`src/rtl/fifo_stream_reader_pkg.sv`:
```
// fifo_stream_reader_pkg: shared state encoding and FIFO timing constants
package fifo_stream_reader_pkg;
  typedef enum logic [1:0] {IDLE = 2'd0, RUN = 2'd1, DRAIN = 2'd2} state_t;
  localparam int FIFO_RD_LAT = 1;
endpackage

```
`src/rtl/stream_skid_buf.sv`:
```
// stream_skid_buf: 2-entry buffer; head is the oldest word, tail the second
module stream_skid_buf #(
  parameter int W = 17
) (
  input  logic         clk,
  input  logic         rst_n,
  input  logic         wr_en,
  input  logic [W-1:0] wr_data,
  input  logic         pop,
  output logic [W-1:0] head,
  output logic [1:0]   occ
);
  logic [W-1:0] tail;
  always_ff @(posedge clk or negedge rst_n)
    if (!rst_n) begin
      head <= '0;
      tail <= '0;
      occ  <= '0;
    end else begin
      if (wr_en && (occ == 2'd0 || (occ == 2'd1 && pop))) head <= wr_data;
      else if (pop && occ == 2'd2) head <= tail;
      if (wr_en && ((occ == 2'd1 && !pop) || (occ == 2'd2 && pop))) tail <= wr_data;
      occ <= occ + 2'(wr_en) - 2'(pop);
    end
endmodule

```
`src/rtl/fifo_stream_reader.sv`:
```
// fifo_stream_reader: pops a sync FIFO into a framed valid/ready stream
module fifo_stream_reader
  import fifo_stream_reader_pkg::*;
#(
  parameter int WIDTH     = 16,
  parameter int FRAME_LEN = 4
) (
  input  logic             clk,
  input  logic             rst_n,
  input  logic             en,
  input  logic             fifo_empty,
  input  logic [WIDTH-1:0] fifo_dout,
  output logic             fifo_re,
  output logic [WIDTH-1:0] m_data,
  output logic             m_valid,
  output logic             m_last,
  input  logic             m_ready,
  output logic             busy,
  output logic [15:0]      word_cnt
);
  state_t       state, state_nx;
  logic         inflight, en_pend, pop, drained, tag_last;
  logic [15:0]  tag_cnt;
  logic [1:0]   occ;
  logic [WIDTH:0] head;
  assign pop      = m_valid & m_ready;
  assign m_valid  = occ != 2'd0;
  assign m_data   = head[WIDTH:1];
  assign m_last   = head[0] & m_valid;
  assign drained  = (occ == 2'd0) & ~inflight;
  assign busy     = (state != IDLE) | m_valid | inflight;
  assign tag_last = tag_cnt == 16'(FRAME_LEN - 1);
  // Credit counts the slot freed by this cycle's pop, giving 1 word/clk under m_ready=1
  assign fifo_re  = (state == RUN) & ~fifo_empty &
                    (({1'b0, occ} - {2'b0, pop} + {2'b0, inflight}) < 3'd2);
  always_comb
    state_nx = state == IDLE ? (en ? RUN : IDLE) :
               state == RUN  ? (en ? RUN : DRAIN) :
               drained       ? ((en | en_pend) ? RUN : IDLE) : DRAIN;
  always_ff @(posedge clk or negedge rst_n)
    if (!rst_n) begin
      state    <= IDLE;
      inflight <= 1'b0;
      en_pend  <= 1'b0;
      tag_cnt  <= '0;
      word_cnt <= '0;
    end else begin
      state    <= state_nx;
      inflight <= fifo_re;
      en_pend  <= (state == DRAIN) & (en_pend | en) & ~drained;
      if (inflight) tag_cnt <= tag_last ? 16'd0 : tag_cnt + 16'd1;
      if (pop) word_cnt <= word_cnt + 16'd1;
    end
  // Words are tagged with m_last as they enter, so the buffer carries data+last
  stream_skid_buf #(.W(WIDTH + 1)) u_buf (
    .clk     (clk),
    .rst_n   (rst_n),
    .wr_en   (inflight),
    .wr_data ({fifo_dout, tag_last}),
    .pop     (pop),
    .head    (head),
    .occ     (occ)
  );
endmodule

```
`config.mk`:
```
export PLATFORM = sky130hd
export DESIGN_NAME = fifo_stream_reader
export DESIGN_NICKNAME = d
export VERILOG_FILES = /design/src/rtl/fifo_stream_reader_pkg.sv /design/src/rtl/stream_skid_buf.sv /design/src/rtl/fifo_stream_reader.sv
export SDC_FILE = /design/constraint.sdc
export NUM_CORES = 1
export LEC_CHECK = 0
export CAP_MARGIN = 20
export CORE_MARGIN = 10
export CORE_UTILIZATION = 48
export CTS_CLUSTER_SIZE = 28
export DETAILED_ROUTE_END_ITERATION = 6
export GPL_TIMING_DRIVEN = 0
export PLACE_DENSITY = 0.72
export SYNTH_ARGS = -nofsm -noshare
export SYNTH_HDL_FRONTEND = slang
export SYNTH_SLANG_ARGS = --single-unit
export TNS_END_PERCENT = 50
```
`constraint.sdc`:
```
create_clock -name clk -period 8.1 [get_ports clk]
set_clock_uncertainty 0.2 [all_clocks]
set_input_delay 2.43 -clock clk [delete_from_list [all_inputs] [get_ports clk]]
set_output_delay 2.43 -clock clk [all_outputs]
set_load 0.1 [all_outputs]
```
==> flow_summary.json <==
{
  "r2r_start": "u_buf.occ[1]$_DFF_PN0_",
  "antennaDiodeCount": 0,
  "synth_edf_count": 0,
  "grt_max_degree": 73,
  "ys_dominant_reg_cell": "dfrtp_1",
  "fp.dieH_um": 104,
  "required_ns": 5.47,
  "die_width_um": 104,
  "yosysSeqAreaShare": 0.533,
  "portBuffers": 56,
  "setup_ws_ns": 0.221,
  "wl_per_cell_um": 14.6,
  "cp-end-kind": "output port",
  "dp_slack_ns": -0.115,
  "reg2reg_depth": 6,
  "clock-sinks": 72,
  "syn_inst": 286,
  "dr_total_vias": 2283,
  "ant_nets": 0,
  "rsz0062_at_grt": "false",
  "timing_hold_violations_final": 0,
  "synth_seq_cells": 72,
  "r2r_end": "inflight$_DFF_PN0_",
  "ys_top_cells_by_area": "dfrtp_1, xnor2_1, mux2i_1, mux2_4, buf_4",
  "worst_slew_pin_slew_ns": 0.992,
  "die_area_mm2": 0.0108,
  "hpwl_um": 4690,
  "holdBufCountCts": 0,
  "h-tree-depth": 3,
  "grt_pass1_wl_um": 11500,
  "wirelength_um": 6610,
  "grt_pass1_vias": 2307,
  "cts_resized": 1,
  "synth_cell_types": 39,
  "root_buffer": "clkbuf_8",
  "async_flop_share": 1.00,
  "hold_class": "reg2reg",
  "antenna_found_initial": 0,
  "p_per_area_mw_per_mm2": 342,
  "clock_path_buffers": 2,
  "finish.utilization": 0.630,
  "clk-insertion-delay-late_ns": 0.34,
  "syn_avg_cell_area_um2": 11.8,
  "synth_area_leader_cell": "dfrtp_1",
  "io_pins": 57,
  "grt-busiest-layer": "met2",
  "path_max_fanout": 5,
  "status": "completed",
  "crit_start": "m_ready",
  "fin_nets": 379,
  "core_mm2": 0.00683,
  "via_per_inst": 5.03,
  "power_leakage_nw": 2.06,
  "cts_tree": "done",
  "hold_depth": 1,
  "drive_above_1_share": 0.187,
  "synth_nets": 312,
  "cp-start-kind": "input port",
  "vdd_drop_max_mv": 0.279,
  "grt_use_met2": 0.179,
  "postCtsSetupBuffers": 0,
  "fmax_mhz": 127,
  "min_period_over_period": 0.973,
  "drtIter0Drc": 86,
  "num_rows": 30,
  "drc": 0,
  "r2r_slack_ns": 5.78,
  "first_pass_iters": 4,
  "synth_most_common_cell": "dfrtp_1",
  "whs_endpoint": "en_pend$_DFF_PN0_",
  "cp.arrival_ns": 5.25,
  "cts_made_buffers": 9,
  "cts.clk_slew.worst_paths_ns": 0.07,
  "max_cap_viol_count": 0,
  "setup_viol_count_final": 0,
  "area_growth_pct": 27.3,
  "gr-usage-met1": 0.168,
  "min_period_ns": 7.88,
  "path_class": "in2out",
  "relSlewSlack": 0.337,
  "finalMaxSlewViolations": 0,
  "holdWs_ns": 0.266,
  "grt_usage": 0.126,
  "yosysTopAreaCellShare": 0.533,
  "syn-cell-area_mm2": 0.00338,
  "hold_start": "state[0]$_DFF_PN0_",
  "synth_common_cells": "dfrtp_1, nand2_1, xnor2_1",
  "grt_use_met3": 0.0520,
  "grt_overflow": 0,
  "initial_core_util": 0.495,
  "synth_warnings": 0,
  "place.gp.congestion": 0.803
}
## power breakdown
part	switching [mW]	internal, mW	total (mW)	leakage [nW]
clock	0.132	0.199	0.330	0.115
sequential	0.0720	0.444	0.516	0.966
combinational	0.417	0.208	0.625	0.979
total	0.621	0.850	1.47	2.06
## how the worst max path moves through the flow
stage / end / slack (ns) / cells after the start
5_1_grt: fifo_re / 0.06 / 8
2_1_floorplan: fifo_re / 0.20 / 6
6_report: fifo_re / 0.22 / 8
3_3_place_gp: fifo_re / -0.08 / 8
3_5_place_dp: fifo_re / -0.11 / 8
4_1_cts: fifo_re / 0.19 / 8
## per-layer routing
metal	vias to the layer above	wire [um]
met5	-	0
met4	0	63
met3	6	437
met2	57	2930
met1	1118	3180
li1	1102	-
## sequential cells by signal (all words and copies together), names as in the netlist
name,flops
inflight,1
state,2
tag_cnt,16
u_buf.head,17
en_pend,1
u_buf.tail,17
word_cnt,16
u_buf.occ,2
## cell type report
cell class,count,area (um2)
Clock buffer,12,165
Multi-Input combinational cell,181,1380
Buffer,26,180
Sequential cell,72,1800
Tap cell,96,120
Fill cell,555,2530
Clock inverter,4,75.1
Inverter,7,26.3
Timing Repair Buffer,56,557
## worst max-delay path: stages
cell	delay [ns]
clkdlybuf4s50_1	0.47
o21a_4	0.18
ha_1	0.28
inv_1	0.04
ha_1	0.18
fa_1	0.47
nor4_2	0.30
dlygate4sd2_1	0.90
## metrics by stage
step                      instance area [um2]  power, mW  setup TNS (ns)  instances
after floorplan                          3390       1.01               0        286
after global placement                   4070       1.14         -0.0834        438
after detailed placement                 4060       1.15          -0.115        438
after CTS                                4300       1.49               0        454
after global routing                     4300       1.54               0        454
final                                    4300       1.47               0        454
## layout by cell type, fill, tap and decap left out, types with 5 or more instances in the layout
| cell | n |
|---|---|
| nand4_1 | 8 |
| mux2_4 | 10 |
| xor2_1 | 9 |
| clkbuf_8 | 12 |
| nand2_1 | 32 |
| dfrtp_1 | 72 |
| nor3_1 | 5 |
| mux2i_1 | 17 |
| xnor2_1 | 20 |
| inv_1 | 7 |
| nor2_1 | 9 |
| clkdlybuf4s50_1 | 54 |
| mux2_2 | 9 |
| nand3_1 | 7 |
| o21ai_0 | 19 |
| buf_4 | 18 |
## cell families after synthesis
kind of cell,share of synthesized area
adder cells (fa/ha/maj),0.0207
XOR/XNOR,0.0752
buffers and inverters,0.0611
AND/OR/NAND/NOR,0.141
flip-flops,0.533
multiplexers,0.125
AO/OA/AOI/OAI,0.0441
(Power assumes the default switching activity.)
